==> src/rtl/reg_write_arbiter_pkg.sv <==
// Shared types and default sizing for the register-file write arbiter.
package reg_write_arbiter_pkg;

    localparam int unsigned NumReqDefault  = 3;
    localparam int unsigned MaxWaitDefault = 4;
    localparam int unsigned RegIdW         = 5;
    localparam int unsigned OpW            = 32;

    typedef logic [RegIdW-1:0] reg_id_t;
    typedef logic [OpW-1:0]    op_t;

    typedef enum logic [0:0] {
        StNormal,
        StOverride
    } arb_state_t;

endpackage

==> src/rtl/reg_write_arbiter_rr_pick.sv <==
// Combinational round-robin picker: first set mask bit strictly after ptr, wrapping.
module rr_pick #(
    parameter  int unsigned N    = 3,
    localparam int unsigned IdxW = $clog2(N)
) (
    input  logic [N-1:0]    req_mask,
    input  logic [IdxW-1:0] ptr,
    output logic [N-1:0]    gnt,
    output logic [IdxW-1:0] idx
);

    logic            found;
    logic [IdxW-1:0] cand;

    always_comb begin
        gnt   = '0;
        idx   = '0;
        found = 1'b0;
        cand  = '0;
        for (int unsigned k = 1; k <= N; k++) begin
            cand = IdxW'((32'(ptr) + k) % N);
            if (!found && req_mask[cand]) begin
                found     = 1'b1;
                gnt[cand] = 1'b1;
                idx       = cand;
            end
        end
    end

endmodule

==> src/rtl/reg_write_arbiter.sv <==
// Register-file write-port arbiter: writeback priority, round-robin for the rest,
// with a starvation override once a requester has waited MAX_WAIT cycles.
module reg_write_arbiter
    import reg_write_arbiter_pkg::*;
#(
    parameter int unsigned NUM_REQ  = NumReqDefault,
    parameter int unsigned MAX_WAIT = MaxWaitDefault
) (
    input  logic               clk,
    input  logic               rst,
    input  logic [NUM_REQ-1:0] req_valid,
    input  reg_id_t            req_id [NUM_REQ],
    input  op_t                req_data [NUM_REQ],
    output logic [NUM_REQ-1:0] req_ready,
    output logic               enable_write,
    output reg_id_t            write_id,
    output op_t                write_data,
    output logic [1:0]         grant_idx,
    output logic               starve_active,
    output logic [15:0]        stall_count
);

    localparam int unsigned      IdxW    = $clog2(NUM_REQ);
    localparam int unsigned      WaitW   = $clog2(MAX_WAIT + 1);
    localparam logic [WaitW-1:0] WaitMax = WaitW'(MAX_WAIT);

    arb_state_t         state_q, state_d;
    logic [IdxW-1:0]    rr_ptr_q;
    logic [WaitW-1:0]   wait_q [NUM_REQ];
    logic [WaitW-1:0]   wait_d [NUM_REQ];
    logic [15:0]        stall_q;

    logic [NUM_REQ-1:0] rr_mask, rr_gnt, ready, sat, sat_hold;
    logic [IdxW-1:0]    rr_idx, ovr_idx, grant_sel;
    logic               ovr_found, xfer;

    always_comb begin
        rr_mask    = req_valid;
        rr_mask[0] = 1'b0;
    end

    rr_pick #(
        .N (NUM_REQ)
    ) u_rr_pick (
        .req_mask (rr_mask),
        .ptr      (rr_ptr_q),
        .gnt      (rr_gnt),
        .idx      (rr_idx)
    );

    // Requester 0 never has a wait counter, so it can never be saturated.
    always_comb begin
        sat       = '0;
        ovr_found = 1'b0;
        ovr_idx   = '0;
        for (int unsigned i = 1; i < NUM_REQ; i++) begin
            sat[i] = (wait_q[i] == WaitMax);
        end
        for (int unsigned i = NUM_REQ - 1; i >= 1; i--) begin
            if (sat[i]) begin
                ovr_found = 1'b1;
                ovr_idx   = IdxW'(i);
            end
        end
    end

    always_comb begin
        ready     = '0;
        grant_sel = '0;
        unique case (state_q)
            StNormal: begin
                if (req_valid[0]) begin
                    ready[0] = 1'b1;
                end else begin
                    ready     = rr_gnt;
                    grant_sel = rr_idx;
                end
            end
            StOverride: begin
                if (ovr_found && req_valid[ovr_idx]) begin
                    ready[ovr_idx] = 1'b1;
                    grant_sel      = ovr_idx;
                end
            end
            default: ;
        endcase
        if (rst) begin
            ready = '0;
        end
    end

    assign req_ready = ready;
    assign xfer      = |ready;

    // sat_hold: already saturated and still waiting after this cycle.
    always_comb begin
        sat_hold = '0;
        for (int unsigned i = 0; i < NUM_REQ; i++) begin
            wait_d[i] = '0;
            if (i != 0 && req_valid[i] && !ready[i]) begin
                wait_d[i] = (wait_q[i] == WaitMax) ? WaitMax : wait_q[i] + WaitW'(1);
            end
            sat_hold[i] = sat[i] && (wait_d[i] == WaitMax);
        end
    end

    always_comb begin
        state_d = state_q;
        unique case (state_q)
            StNormal: begin
                if (|sat_hold) state_d = StOverride;
            end
            StOverride: begin
                if (xfer && |sat_hold) state_d = StOverride;
                else                   state_d = StNormal;
            end
            default: state_d = StNormal;
        endcase
    end

    always_ff @(posedge clk or posedge rst) begin
        if (rst) begin
            state_q      <= StNormal;
            rr_ptr_q     <= IdxW'(NUM_REQ - 1);
            enable_write <= 1'b0;
            write_id     <= '0;
            write_data   <= '0;
            grant_idx    <= '0;
            stall_q      <= '0;
            for (int unsigned i = 0; i < NUM_REQ; i++) begin
                wait_q[i] <= '0;
            end
        end else begin
            state_q <= state_d;
            for (int unsigned i = 0; i < NUM_REQ; i++) begin
                wait_q[i] <= wait_d[i];
            end
            // Writes to x0 are accepted but never reach the register file.
            enable_write <= xfer && (req_id[grant_sel] != '0);
            if (xfer) begin
                write_id   <= req_id[grant_sel];
                write_data <= req_data[grant_sel];
                grant_idx  <= 2'(grant_sel);
            end
            if (xfer && grant_sel != '0) begin
                rr_ptr_q <= grant_sel;
            end
            if (req_valid[0] && !ready[0] && stall_q != 16'hFFFF) begin
                stall_q <= stall_q + 16'd1;
            end
        end
    end

    assign starve_active = (state_q == StOverride);
    assign stall_count   = stall_q;

endmodule
==> config.mk <==
export PLATFORM = sky130hd
export DESIGN_NAME = reg_write_arbiter
export DESIGN_NICKNAME = d
export VERILOG_FILES = /design/src/rtl/reg_write_arbiter_pkg.sv /design/src/rtl/reg_write_arbiter_rr_pick.sv /design/src/rtl/reg_write_arbiter.sv
export SDC_FILE = /design/constraint.sdc
export NUM_CORES = 1
export LEC_CHECK = 0
export CAP_MARGIN = 20
export CORE_UTILIZATION = 43
export DETAILED_ROUTE_END_ITERATION = 6
export GPL_TIMING_DRIVEN = 0
export PLACE_DENSITY = 0.86
export SLEW_MARGIN = 15
export SYNTH_ARGS = -nofsm -noshare
export SYNTH_HDL_FRONTEND = slang
export SYNTH_SLANG_ARGS = --single-unit
==> constraint.sdc <==
create_clock -name clk -period 3.3 [get_ports clk]
set_input_delay 0.33 -clock clk [delete_from_list [all_inputs] [get_ports clk]]
set_output_delay 0.33 -clock clk [all_outputs]
set_load 0.02 [all_outputs]
; ---- Word-level counts from Yosys, hierarchy flattened
; Cells that the tools add are included.
[word_totals]
reg_bits = 65
n_memories = 0
mem_bits_ro = 0
latchBits = 0
ramBits = 0
out_inout_bits = 60
word_cells = 110
[op_classes]
n_mul = 0
muxes = 49
addsub = 6
shifts = 0
n_reduce_logical = 25
n_eq_ne = 5
bitwise = 4
div_mod_pow = 3
magnitude_cmp = 9
[op_table]
columns = op, n
row1 = $mod A32 B2 Y32 const B, 3
row2 = $bmux W32 S2, 1
row3 = $mux W32, 2
row4 = $mux W3, 9
row5 = $add A16 B1 Y16 const B, 1
row6 = $logic_and A1 B1 Y1, 16
row7 = $mux W2, 8
row8 = $ne A16 B16 Y1 const B, 1
row9 = $mux W1, 15
row10 = $eq A3 B3 Y1 const B, 4
row11 = $lt A2 B3 Y1 const B, 4
row12 = $bmux W5 S2, 1
row13 = $mux W5, 2
row14 = $bmux W1 S2, 4
row15 = $demux W1 S2, 4
row16 = $ge A2 B1 Y1 const B, 4
row17 = $add A2 B2 Y3 const B, 2
row18 = $add A3 B1 Y3 const B, 2
row19 = $or A3 B3 Y3, 2
row20 = $pmux W3 S2, 1
row21 = $logic_not A1 Y1, 5
row22 = $reduce_bool A5 Y1, 1
row23 = $pmux W2 S2, 1
row24 = $add A2 B1 Y3 const B, 1
row25 = other kinds (7), 7

; ---- Logic depth before layout (Yosys ltp)
; Gate-level depths: netlist of the first run.
[logic_depth]
depth_word = 23
mapped_depth = 11
depth_no_buf = 8

; ---- Cells and area by module
; Synthesis of the first run repeated with hierarchy kept, for this count alone.
[hier_totals]
cells_unflattened = 381
hier_area_um2 = 4066.4
[modules_own_cells]
columns = mod, seq_area_each_um2, instances, area_each_um2, cells_per_inst
row1 = reg_write_arbiter, 1627.8, 1, 3786.1, 346
row2 = rr_pick, 0.0, 1, 280.3, 35

; ---- Worst setup path before layout of the first run
; No wires, ideal clock.
[synth_path]
path_type = input to register
from = input port rst
to = register write_data[14]
t_arrival_ns = 2.787
cell_stages = 6
setup_ns = 0.125
required_time_ns = 3.175
slack_ns = 0.388
n_path_buf = 3
path_cell_list = clkbuf_1 -> inv_1 -> and2_1 -> buf_6 -> buf_6 -> mux2_4
[synth_between]
elab_chain_cells = 2
[synth_lines]
columns = element, line
row1 = from (decl), reg_write_arbiter.sv:10  ; input logic rst,
row2 = $mux W3, reg_write_arbiter.sv:87  ; if (rst) begin
row3 = $reduce_or A3 Y1, reg_write_arbiter.sv:93  ; assign xfer = |ready;
row4 = to (signal assigned), reg_write_arbiter.sv:142  ; write_data <= req_data[grant_sel];
row5 = to (decl), reg_write_arbiter.sv:17  ; output op_t write_data,
; Every way passes these cells.
; A chain may end at the register's enable or synchronous reset.

; ---- Worst setup path in the final report of the first run
[layout_path]
from = register rr_ptr_q[1]
to = output port req_ready[0]
[layout_between]
elab_chain_cells = 14
[layout_lines]
columns = element, line
row1 = from (decl), reg_write_arbiter.sv:28  ; logic [IdxW-1:0] rr_ptr_q;
row2 = from (signal assigned), reg_write_arbiter.sv:124  ; rr_ptr_q <= IdxW'(NUM_REQ - 1);
row3 = from (signal assigned), reg_write_arbiter.sv:146  ; rr_ptr_q <= grant_sel;
row4 = $add A2 B1 Y3, reg_write_arbiter_rr_pick.sv:21  ; cand = IdxW'((32'(ptr) + k) % N);
row5 = $mod A32 B2 Y32, reg_write_arbiter_rr_pick.sv:21
row6 = $lt A2 B3 Y1 (not written as such) (tied with other cells), reg_write_arbiter_rr_pick.sv:24  ; gnt[cand] = 1'b1;
row7 = $logic_and A1 B1 Y1 (not written as such) / $mux W1 (equally long branches), "reg_write_arbiter_rr_pick.sv:24, reg_write_arbiter_rr_pick.sv:22"
row8 = "$mux W1, on equally long branches", "reg_write_arbiter_rr_pick.sv:24, reg_write_arbiter_rr_pick.sv:22"
row9 = $demux W1 S2 / $logic_not A1 Y1 (equally long branches), -
row10 = $mux W3 / $logic_and A1 B1 Y1 (equally long branches), reg_write_arbiter_rr_pick.sv:22  ; if (!found && req_mask[cand]) begin
row11 = $or A3 B3 Y3 (no source line) / $mux W1 (equally long branches), -
row12 = $mux W3 / $logic_not A1 Y1 (equally long branches), reg_write_arbiter_rr_pick.sv:22
row13 = $or A3 B3 Y3 (no source line) / $logic_and A1 B1 Y1 (equally long branches), -
row14 = $mux W3 (*), reg_write_arbiter_rr_pick.sv:22
row15 = $mux W1 (*), reg_write_arbiter.sv:72  ; if (req_valid[0]) begin
row16 = $pmux W3 S2 (*), reg_write_arbiter.sv:70  ; unique case (state_q)
row17 = $mux W3 (*), reg_write_arbiter.sv:87
row18 = to (decl), reg_write_arbiter.sv:14  ; output logic [NUM_REQ-1:0] req_ready,
; Every way passes the cells marked *; elsewhere a longest branch is shown, timed or not. The select of a mux whose other input is x is not followed.

==> results of run 1 <==
==> layout make-up <==
cell class                 count  area share [%]
timing repair buffer         175           28.76
tap                          108           2.206
sequential                    65           26.57
buffer                        25           2.655
clock inverter                 5          0.8987
inverter                      14          0.8987
clock buffer                  11           2.308
multi-input combinational    285           35.70
==> cells in the final DEF, fill, tap and decap left out, drive strengths merged, types with 2 or more instances in the layout <==
master         count
a211oi             2
a21o               2
a21oi              5
a31oi              4
and2               4
and4               2
buf               17
clkbuf            20
clkdlybuf4s50    174
clkinv             2
clkinvlp           2
dfrtp             64
ha                 9
inv               14
mux2              40
mux2i             37
nand2             52
nand2b             2
nand3              7
nand3b             2
nand4              4
nor2              17
nor2b              3
nor3               8
nor4bb             2
o2111ai            2
o211ai             3
o21ai             43
o31a               2
or3                2
xnor2              8
xor2               7
==> metal layers <==
layer	wire [microns]	vias to the layer above
met5	0	-
met4	197	0
met3	638	17
met2	5625	126
met1	4374	1765
li1	-	1746
==> power groups by stage <==
stage	logic, mW	clock network (mW)	registers (mW)
2_1_floorplan	1.35	0	1.65
3_3_place_gp	2.63	0	1.32
3_5_place_dp	2.71	0	1.33
4_1_cts	2.71	0.682	1.33
5_1_grt	2.89	0.720	1.37
6_report	2.70	0.669	1.33
==> flip-flops by register name, indices dropped and copies added (netlist names) <==
| register | cells |
|---|---|
| enable_write | 1 |
| stall_count | 16 |
| rr_ptr_q | 2 |
| grant_idx | 2 |
| wait_q | 6 |
| write_data | 32 |
| write_id | 5 |
| starve_active | 1 |
==> stage by stage <==
stage | worst slack (ns) | cells | hold WS [ns]
finish | 0.2041 | 688 | 0.1283
global route | 0.01942 | 688 | 0.1535
CTS | 0.1631 | 688 | 0.1221
detailed placement | 0.3951 | 672 | 0.4744
global placement | -0.2533 | 671 | 0.4488
floorplan | 0.3879 | 389 | 0.4379
==> how the worst min path moves through the flow <==
| stage | slack [ns] | startpoint | to |
|---|---|---|---|
| floorplan | 0.44 | wait_q[3] | wait_q[3] |
| global placement | 0.45 | wait_q[3] | wait_q[3] |
| detailed placement | 0.47 | wait_q[0] | wait_q[0] |
| CTS | 0.12 | rst | write_data[10] |
| global route | 0.15 | rst | write_data[10] |
| finish | 0.13 | rst | wait_q[2] |
==> cell families (layout without fill, tap and decap cells) <==
logic type	after synthesis	count (layout)	synth area share (%)
and+or+nand+nor	110	110	12.85
AOI/OAI and AO/OA	74	74	11.55
DFF	65	65	40.39
xor gates and xnor gates	15	15	3.260
buffers and inverters	39	230	5.340
muxes	77	77	23.81
adders and majority gates	9	9	2.794
==> run metrics, run 1 <==
row count 34; status finished clean; area of the core just under 0.009 sq mm; Net Switching 1.773 mW; PwrDens about 770 mW/mm^2; Detailed Routing Iterations Pass 1 4; HPWL after detailed placement about 8.5 mm; # Post-CTS Setup Buffers 0; delay of the slowest critical-path stage about 0.65 ns; total CTS buffers 9; top-count cell post-synth dfrtp_1; Clock Root Buffer clkbuf_8; r2r endpoint enable_write; crit path capture req_ready[0]; worst path required time 2.97 ns; Initial Util a little under half; fin crit share 93.82%; Area after DPL between 0.005 and 0.006 sq mm; max cap viols 0; critical path start-end classification flop to output pin; net count reported at finish 700; Syn Area/Cell 10.36 sq um; setup TNS 0 ns; top-area cell type share of the netlist area around two fifths; register area ~0.0016 sq mm; gp weighted congestion a little over 0.8; Die X-Extent roughly 99 microns; Slew Limit Fails 0; layout cells sized above 1 around an eighth; cell leakage power ~2.5 nW; DRC viols 0; switching share of power 37.72%; CTS tree done; total power about 4.7 mW; via count 3654; Commonest cells post-synth dfrtp_1 (64), nand2_1 (52), o21ai_0 (40); Sequential Power Share about 28%; Post-Syn Area ~0.0040 sq mm; Clock power frac about 14%; Critical Path Fanout Max 10; post-synth net total about 500; Routed WL per cell ~16 microns; Worst Max-Slew Pin Slew about 0.54 ns; Remaining Overflow, GRT 0; Setup crit start rr_ptr_q[1]; Synth Instances between 300 and 400; library cells used by synthesis 55; Most Crowded Layer GR met2; Synth Flop Type dfrtp_1; Cell Chain, Critical Path inv_1 > ha_1 > buf_2 > nor4bb_1 > o21a_1 > a211oi_2 > nor3_1 > clkdlybuf4s50_1; synth top area cells dfrtp_1 (40%), mux2_4 (14%), mux2i_1 (9.2%); CP Launch Type flop; CTS resizes 0; Yosys top cell by area dfrtp_1; fmax about 320 MHz; Worst Path Buf+Inv 3; R2R Path Start rr_ptr_q[1]; post-layout util between 60% and 70%; Crit. End Element output pin; initial antenna violation count 0; Stages on worst setup path 8; P_int slightly below 3 mW; htree depth 3; Slew headroom ~63%; final antenna-violating net count 0; Final setup viols 0; CP max-delay cell clkdlybuf4s50_1; Fillers between 600 and 700; GR met1 Demand/Resource 26.36%; Post-synth EDFFs 0; RSZ-0062 raised after global routing false; GR Util All Layers between 20% and 30%; multi-input logic area approximately 0.0022 sq mm; Logic pwr share a little under three fifths; Worst-Skew Late Latency about 0.33 ns; I/O pin count 176; DIE AREA between 0.009 and 0.01 sq mm; Die Span Y 98.81 microns; asr flop ratio synth 100.0%; Final Cell Area between 0.006 and 0.007 sq mm; PortBufs ~170; met2 usage 42.28%; CTS clk-pin slew, worst paths around 0.07 ns; final clock skew ~0.011 ns; reg2reg path depth 9; initial DRC count about 100; Ant. Diodes 0; Bufs on Longest Clock Path 2; cell family with most CP delay buffers and inverters; clock sinks 65; pin count of the biggest net entering global routing 45; Critical Path AT approximately 2.8 ns; vias per inst 5.311; post-synthesis sequential area ratio 40.39%; Max VDD drop 0.0004159 V; final hold violation count 0; CTS Hold Bufs 0; total wire length between 10 and 15 mm; FF+latch count, synth 65; M3 GR Usage between 5 and 6%; R2R Setup Slk 0.44 ns; first-pass GRT wire length roughly 18 mm; Hold Crit Class input port to asynchronous set/reset pin; vias in the first global route roughly 3800; Syn. warnings 0; Min Clock Period, post-route 3.096 ns; P&R area growth vs syn 52.00%
Note: power is estimated with default switching activity, not from simulation.
==> run 2, diff against run 1 <==
SKIP_LAST_GASP = 1   (was default)
==> results of run 2 <==
No change in the layout: final DEF, timing and power equal those of run 1.
